## config.mk

```make
export PLATFORM = sky130hd
export DESIGN_NAME = fetch_stage_flat
export DESIGN_NICKNAME = d
export VERILOG_FILES = /design/src/rtl/fetch_stage_if.sv /design/src/rtl/fetch_stage.sv /design/src/flat_wrapper.sv
export SDC_FILE = /design/constraint.sdc
export NUM_CORES = 1
export LEC_CHECK = 0
export ABC_AREA = 1
export CAP_MARGIN = 25
export CELL_PAD_IN_SITES_DETAIL_PLACEMENT = 0
export CELL_PAD_IN_SITES_GLOBAL_PLACEMENT = 1
export CORE_UTILIZATION = 28
export DETAILED_ROUTE_END_ITERATION = 8
export GPL_TIMING_DRIVEN = 0
export PLACE_DENSITY = 0.78
export RECOVER_POWER = 50
export SLEW_MARGIN = 25
export SYNTH_ARGS = -nofsm -noshare
export SYNTH_HDL_FRONTEND = slang
export SYNTH_SLANG_ARGS = --single-unit
```

## constraint.sdc

```tcl
create_clock -name clk_i -period 1.59 [get_ports clk_i]
set_input_delay 0.3975 -clock clk_i [delete_from_list [all_inputs] [get_ports clk_i]]
set_output_delay 0.3975 -clock clk_i [all_outputs]
set_load 0.005 [all_outputs]
```

## src/rtl/fetch_stage_if.sv

```systemverilog
// Fetch stage bus bundle: instruction memory req/gnt/rvalid
// plus the valid/ready handoff to decode and next-PC selection.
interface fetch_stage_if;
    logic        imem_req_o;
    logic [31:0] imem_addr_o;
    logic        imem_gnt_i;
    logic        imem_rvalid_i;
    logic [31:0] imem_rdata_i;
    logic        imem_err_i;
    logic        instr_valid_o;
    logic        instr_ready_i;
    logic [31:0] instr_o;
    logic [31:0] pc_o;
    logic [31:0] pc_plus4_o;
    logic [1:0]  pc_source_i;
    logic [31:0] branch_target_i;
    logic [31:0] jalr_target_i;
    logic        fetch_error_o;
    logic [31:0] retired_count_o;

    modport master (
        output imem_req_o,
        output imem_addr_o,
        input  imem_gnt_i,
        input  imem_rvalid_i,
        input  imem_rdata_i,
        input  imem_err_i,
        output instr_valid_o,
        input  instr_ready_i,
        output instr_o,
        output pc_o,
        output pc_plus4_o,
        input  pc_source_i,
        input  branch_target_i,
        input  jalr_target_i,
        output fetch_error_o,
        output retired_count_o
    );

    modport slave (
        input  imem_req_o,
        input  imem_addr_o,
        output imem_gnt_i,
        output imem_rvalid_i,
        output imem_rdata_i,
        output imem_err_i,
        input  instr_valid_o,
        output instr_ready_i,
        input  instr_o,
        input  pc_o,
        input  pc_plus4_o,
        output pc_source_i,
        output branch_target_i,
        output jalr_target_i,
        input  fetch_error_o,
        input  retired_count_o
    );
endinterface

```

## src/rtl/fetch_stage.sv

```systemverilog
// Instruction fetch stage: owns the PC, issues one imem request at
// a time and holds the returned word until decode accepts it.
module fetch_stage #(
    parameter logic [31:0] RESET_PC  = 32'h0000_0000,
    parameter logic [31:0] NOP_INSTR = 32'h0000_0013
) (
    input logic           clk_i,
    input logic           rst_ni,
    fetch_stage_if.master bus
);

    typedef enum logic [1:0] {
        REQ,
        WAIT,
        HOLD,
        ERROR
    } state_e;

    state_e      state_q, state_d;
    logic [31:0] pc_q, pc_d;
    logic [31:0] instr_q, instr_d;
    logic [31:0] cnt_q, cnt_d;
    logic        req_q, req_d;
    logic        valid_q, valid_d;
    logic        err_q, err_d;
    logic [31:0] pc_plus4;
    logic [31:0] next_pc;

    assign pc_plus4 = pc_q + 32'd4;

    always_comb begin
        next_pc = pc_plus4;
        unique case (bus.pc_source_i)
            2'b01:   next_pc = bus.branch_target_i;
            2'b10:   next_pc = {bus.jalr_target_i[31:1], 1'b0};
            default: next_pc = pc_plus4;
        endcase
    end

    // req/valid/err are registered so they follow the next state
    always_comb begin
        state_d = state_q;
        pc_d    = pc_q;
        instr_d = instr_q;
        cnt_d   = cnt_q;
        req_d   = req_q;
        valid_d = valid_q;
        err_d   = err_q;
        unique case (state_q)
            REQ: begin
                req_d = 1'b1;
                if (req_q && bus.imem_gnt_i) begin
                    state_d = WAIT;
                    req_d   = 1'b0;
                end
            end
            WAIT: begin
                if (bus.imem_rvalid_i) begin
                    if (bus.imem_err_i) begin
                        state_d = ERROR;
                        err_d   = 1'b1;
                    end else begin
                        state_d = HOLD;
                        instr_d = bus.imem_rdata_i;
                        valid_d = 1'b1;
                    end
                end
            end
            HOLD: begin
                if (bus.instr_ready_i) begin
                    valid_d = 1'b0;
                    if (next_pc[1:0] != 2'b00) begin
                        state_d = ERROR;
                        err_d   = 1'b1;
                    end else begin
                        state_d = REQ;
                        pc_d    = next_pc;
                        cnt_d   = cnt_q + 32'd1;
                        instr_d = NOP_INSTR;
                        req_d   = 1'b1;
                    end
                end
            end
            ERROR: begin
                req_d   = 1'b0;
                valid_d = 1'b0;
                err_d   = 1'b1;
            end
        endcase
    end

    always_ff @(posedge clk_i or negedge rst_ni) begin
        if (!rst_ni) begin
            state_q <= REQ;
            pc_q    <= RESET_PC;
            instr_q <= NOP_INSTR;
            cnt_q   <= 32'd0;
            req_q   <= 1'b0;
            valid_q <= 1'b0;
            err_q   <= 1'b0;
        end else begin
            state_q <= state_d;
            pc_q    <= pc_d;
            instr_q <= instr_d;
            cnt_q   <= cnt_d;
            req_q   <= req_d;
            valid_q <= valid_d;
            err_q   <= err_d;
        end
    end

    assign bus.imem_req_o      = req_q;
    assign bus.imem_addr_o     = pc_q;
    assign bus.instr_valid_o   = valid_q;
    assign bus.instr_o         = instr_q;
    assign bus.pc_o            = pc_q;
    assign bus.pc_plus4_o      = pc_plus4;
    assign bus.fetch_error_o   = err_q;
    assign bus.retired_count_o = cnt_q;

endmodule

```

## src/flat_wrapper.sv

```systemverilog
// flat-port wrapper written by rule: the top's interface ports become plain ports
module fetch_stage_flat 
#(
    parameter logic [31:0] RESET_PC  = 32'h0000_0000,
    parameter logic [31:0] NOP_INSTR = 32'h0000_0013
)
  (clk_i, rst_ni, bus_imem_req_o, bus_imem_addr_o, bus_imem_gnt_i, bus_imem_rvalid_i, bus_imem_rdata_i, bus_imem_err_i, bus_instr_valid_o, bus_instr_ready_i, bus_instr_o, bus_pc_o, bus_pc_plus4_o, bus_pc_source_i, bus_branch_target_i, bus_jalr_target_i, bus_fetch_error_o, bus_retired_count_o);
  fetch_stage_if bus_i ();
  input logic clk_i;
  input logic rst_ni;
  output wire logic [$bits(bus_i.imem_req_o)-1:0] bus_imem_req_o;
  output wire logic [$bits(bus_i.imem_addr_o)-1:0] bus_imem_addr_o;
  input wire logic [$bits(bus_i.imem_gnt_i)-1:0] bus_imem_gnt_i;
  input wire logic [$bits(bus_i.imem_rvalid_i)-1:0] bus_imem_rvalid_i;
  input wire logic [$bits(bus_i.imem_rdata_i)-1:0] bus_imem_rdata_i;
  input wire logic [$bits(bus_i.imem_err_i)-1:0] bus_imem_err_i;
  output wire logic [$bits(bus_i.instr_valid_o)-1:0] bus_instr_valid_o;
  input wire logic [$bits(bus_i.instr_ready_i)-1:0] bus_instr_ready_i;
  output wire logic [$bits(bus_i.instr_o)-1:0] bus_instr_o;
  output wire logic [$bits(bus_i.pc_o)-1:0] bus_pc_o;
  output wire logic [$bits(bus_i.pc_plus4_o)-1:0] bus_pc_plus4_o;
  input wire logic [$bits(bus_i.pc_source_i)-1:0] bus_pc_source_i;
  input wire logic [$bits(bus_i.branch_target_i)-1:0] bus_branch_target_i;
  input wire logic [$bits(bus_i.jalr_target_i)-1:0] bus_jalr_target_i;
  output wire logic [$bits(bus_i.fetch_error_o)-1:0] bus_fetch_error_o;
  output wire logic [$bits(bus_i.retired_count_o)-1:0] bus_retired_count_o;
  assign bus_imem_req_o = bus_i.imem_req_o;
  assign bus_imem_addr_o = bus_i.imem_addr_o;
  assign bus_i.imem_gnt_i = bus_imem_gnt_i;
  assign bus_i.imem_rvalid_i = bus_imem_rvalid_i;
  assign bus_i.imem_rdata_i = bus_imem_rdata_i;
  assign bus_i.imem_err_i = bus_imem_err_i;
  assign bus_instr_valid_o = bus_i.instr_valid_o;
  assign bus_i.instr_ready_i = bus_instr_ready_i;
  assign bus_instr_o = bus_i.instr_o;
  assign bus_pc_o = bus_i.pc_o;
  assign bus_pc_plus4_o = bus_i.pc_plus4_o;
  assign bus_i.pc_source_i = bus_pc_source_i;
  assign bus_i.branch_target_i = bus_branch_target_i;
  assign bus_i.jalr_target_i = bus_jalr_target_i;
  assign bus_fetch_error_o = bus_i.fetch_error_o;
  assign bus_retired_count_o = bus_i.retired_count_o;
  fetch_stage #(.RESET_PC(RESET_PC), .NOP_INSTR(NOP_INSTR)) u_core (.clk_i(clk_i), .rst_ni(rst_ni), .bus(bus_i));
endmodule
```

==> impl.org <==
** Setup path
- The cell that appears most often on the critical path is buf_6.
- By startpoint and endpoint, the worst setup path is classified as register to output pin.
- Walking the worst path, the cells encountered are ha_4 > nand2_4 > nor2_4 > nand3b_1 > buf_6 > nor2_2 > nand2_1 > nand2_2 > buf_6.
- CP bufs+invs :: 2
- Slowest cell on crit path :: dfrtp_2
- Worst Path Arrival :: 1.96 ns
- The largest single stage delay on the critical path is 0.42 ns.
- The worst setup path is captured at an output pin.
- CP delay by family, top :: simple AND/OR/NAND/NOR gates
- In this run the worst path has a maximum fanout of 5.
- The worst setup path is launched from a register.
- Data on the critical path is required at its endpoint by 1.19 ns.

** Yosys
- Async set-or-reset flop fraction in the synthesized netlist :: 100.0%
- After synthesis the netlist holds a flip-flop and latch count of 101.
- Number of flops mapped to enable cells by yosys :: 0
- The Yosys step of the flow raised 0 warnings.
- Of all cell types, the one taking the most synthesized area is dfrtp_1.
- The synthesized netlist contains 38 unique library cells.
- Avg Synthesized Cell Area :: 6.912 sq um
- Biggest area contributors in the synthesized netlist :: dfrtp_1, nand2_1, nor2_1
- Number of cells produced by synthesis :: 996
- Total nets after synthesis :: 1111
- Most instantiated flip-flop cell in the synthesis netlist :: dfrtp_1
- The share of synthesized area in the top cell type comes to 35.62%.
- Summing the sequential cell areas from Yosys gives 36.77% of the chip area.
- Synth Cell Area :: 6884 sq um

** Detailed routing
- The first TritonRoute pass finished after 4 iterations.
- After detailed routing, the average wire length per cell comes to 17.40 um.
- Summed over all layers, the routed wires come to 31880 um.
- In this run the remaining antenna-violating nets after routing total 0.
- Number of DRC violations after detailed routing :: 0
- Number of violations reported at the end of detailed-routing iteration 0 :: 428
- In the routed layout, each cell is associated on average with a via count of 4.710.
- Routed vias :: 8629

** Floorplan
- In this run the horizontal extent of the chip is 158.8 um.
- The die covers 25220 sq um.
- Effective utilization at floorplan :: 28.39%
- Die height :: 158.8 um
- The floorplan has 57 rows.
- Total I/O pin count :: 267
- Core Footprint :: 24250 sq um

** Cells and area
- Of the cells placed in the final design, the portion with a size suffix greater than 1 is 51.13%.
- Relative to the synthesized area, the layout overhead comes to 103.7%.
- Final nets :: 1618
- Count of inserted antenna diode cells :: 0
- Leaving out fill and tap cells, the most frequent cell in the layout is nand2_1.
- Commonest cells after routing, fill and taps aside :: nand2_1, buf_6, buf_4, nand2_2, clkdlybuf4s50_1
- Once layout is complete, the cells apart from fillers number 1832.

** CTS
- The clock tree synthesis step divided the H-tree into 3 levels.
- TritonCTS sink count :: 101
- CTS Root Buffer Type :: clkbuf_16
- Number of clock buffers inserted by TritonCTS :: 9
- Reg clk slew, reported paths :: 0.09 ns
- Worst-skew pair later-pin latency :: 0.36 ns
- TritonCTS built the clock tree.
- The clock passes through at most 2 buffers.

** GRT
- The number of antenna violations at the first check in global routing is 0.
- Entering global routing, the biggest net connects 70 pins.
- The number of global-route vias before repair came to 8572.
- The first global-routing pass estimated 47560 um of wire.
- Global-route total usage across every layer :: 24.12%
- Global routing finished with a remaining overflow of 0.

** Place
- Routability cong. :: 0.8776
- Input and output buffers added on the ports amount to 265.
- Detailed placement ended at an HPWL of 19620 um.
- Pre-CTS WS :: -1.050 ns
- Placed cell count :: 1586

** STA
- Measured against its own limit, the worst slew margin works out to 39.15%.
- For this run, the top clock speed supported by timing is 424.6 MHz.
- Unrepaired setup endpoints after global routing :: yes
- The max-slew violation total from the final report came to 0.
- Setup slack on the critical path of the routed design comes to -0.7651 ns.
- Measured slew at the worst slew-check pin :: 0.9128 ns
- The final critical path takes up 148.1% of the cycle.
- The smallest clock period supported by the final layout is computed as 2.355 ns.
- Setup violations remaining at the end of the flow were counted as 144.
- Final hold analysis gives a worst-case slack of 0.4746 ns.
- Fin Clk Skew :: 0.01576 ns
- The number of failing hold endpoints at the final stage was 0.

** Worst hold path
- Worst min path class :: register to register

** Job
- The tool flagged a number of max-cap violations equal to 0.

** Power
- The worst-case IR drop observed on VDD is 1.061 mV.
- Pwr dens :: 1514 nW/um^2
- Leakage :: 6.644 nW

** Status
- The flow ran to the end, but the final reports show violations.
- Failing checks :: setup timing
==> timing repair <==
item	in CTS	in global routing
gates resized for setup	738	344
pin swaps	49	113
gates cloned	10	8
endpoints found under the setup margin	264	179
buffers inserted	221	77
hold buffers	1	0
hold endpoints to repair	32	0
==> cell usage after synthesis (7+ instances only) <==
cell / instances
xnor2_1: 7
o21ai_0: 31
o21ai_1: 16
clkbuf_1: 10
xor2_1: 11
nor2_2: 16
ha_1: 11
inv_1: 65
nand3_1: 64
a22o_1: 7
buf_2: 10
nand2_1: 401
nand3b_1: 12
buf_6: 10
a221oi_1: 13
buf_4: 37
nor2_1: 116
o21ai_2: 26
dfrtp_1: 98
==> sequential cells by signal (all words and copies together) (netlist names) <==
name                        flops
u_core.bus.imem_addr_o         32
u_core.bus.instr_o             32
u_core.bus.retired_count_o     32
u_core.state_q                  2
u_core.bus.fetch_error_o        1
u_core.bus.imem_req_o           1
u_core.bus.instr_valid_o        1
==> area by class of cell <==
type,count,area [sq um]
Buffer,57,598.1
Clock buffer,10,239.0
Clock inverter,6,50.05
Fill cell,2181,10220
Inverter,68,301.5
Multi-Input combinational cell,760,4906
Sequential cell,101,2594
Tap cell,324,405.4
Timing Repair Buffer,505,4915
Timing Repair inverter,1,16.27
==> power breakdown <==
| group | total, W | switching [W] | internal, W |
|---|---|---|---|
| sequential | 0.00464 | 0.000988 | 0.00365 |
| clock | 0.00230 | 0.00117 | 0.00114 |
| combinational | 0.0143 | 0.00625 | 0.00805 |
| total | 0.0212 | 0.00840 | 0.0128 |
==> metal layers <==
metal / vias to the layer above / track usage (%) / share of wire, %
li1: 4157 / - / -
met1: 4123 / 28.32 / 40
met2: 296 / 43.58 / 52
met3: 53 / 5.016 / 5.8
met4: 0 / 7.414 / 2.6
met5: - / 0 / 0
==> worst register-to-register path, delay by kind of cell (launching register included) <==
family	cells	cell delay [ns]
AND/OR/NAND/NOR	9	0.78
flip-flops	1	0.42
buffers and inverters	6	0.54
adder cells (fa/ha/maj)	1	0.16
==> metrics by stage <==
stage | power [W] | TNS [ns] | area (sq um) | utilization [%]
2_1_floorplan | 0.008534 | -1.098 | 6972 | -
3_3_place_gp | 0.01327 | -522.03 | 10030 | 41.36
3_5_place_dp | 0.01336 | -106.45 | 10060 | 41.48
4_1_cts | 0.02009 | -29.13 | 12920 | 53.29
5_1_grt | 0.02246 | -44.23 | 14020 | 57.84
6_report | 0.02124 | -21.65 | 14020 | 57.84
==> worst paths after layout <==
path	startpoint	to	slack [ns]	cells after the start
min reg2reg	u_core.bus.instr_o[0]	u_core.bus.instr_o[0]	0.47	2
max reg2reg	u_core.bus.imem_addr_o[3]	u_core.bus.imem_addr_o[22]	-0.44	16
min	u_core.bus.instr_o[0]	u_core.bus.instr_o[0]	0.47	2
min in group asynchronous	rst_ni	u_core.bus.imem_addr_o[22]	0.72	2
max	u_core.bus.imem_addr_o[3]	bus_pc_plus4_o[20]	-0.77	9
max in group asynchronous	rst_ni	u_core.bus.instr_o[0]	-0.05	3
==> logic make-up after synthesis <==
logic type               share of synthesized area, %
AND/OR/NAND/NOR                                 38.17
buffers and inverters                           10.71
flip-flops                                      36.77
AO/OA/AOI/OAI                                   9.924
XOR/XNOR                                        2.290
adder cells (fa/ha/maj)                         1.999
multiplexers                                   0.1454
Power figures use the tool's default switching activity.
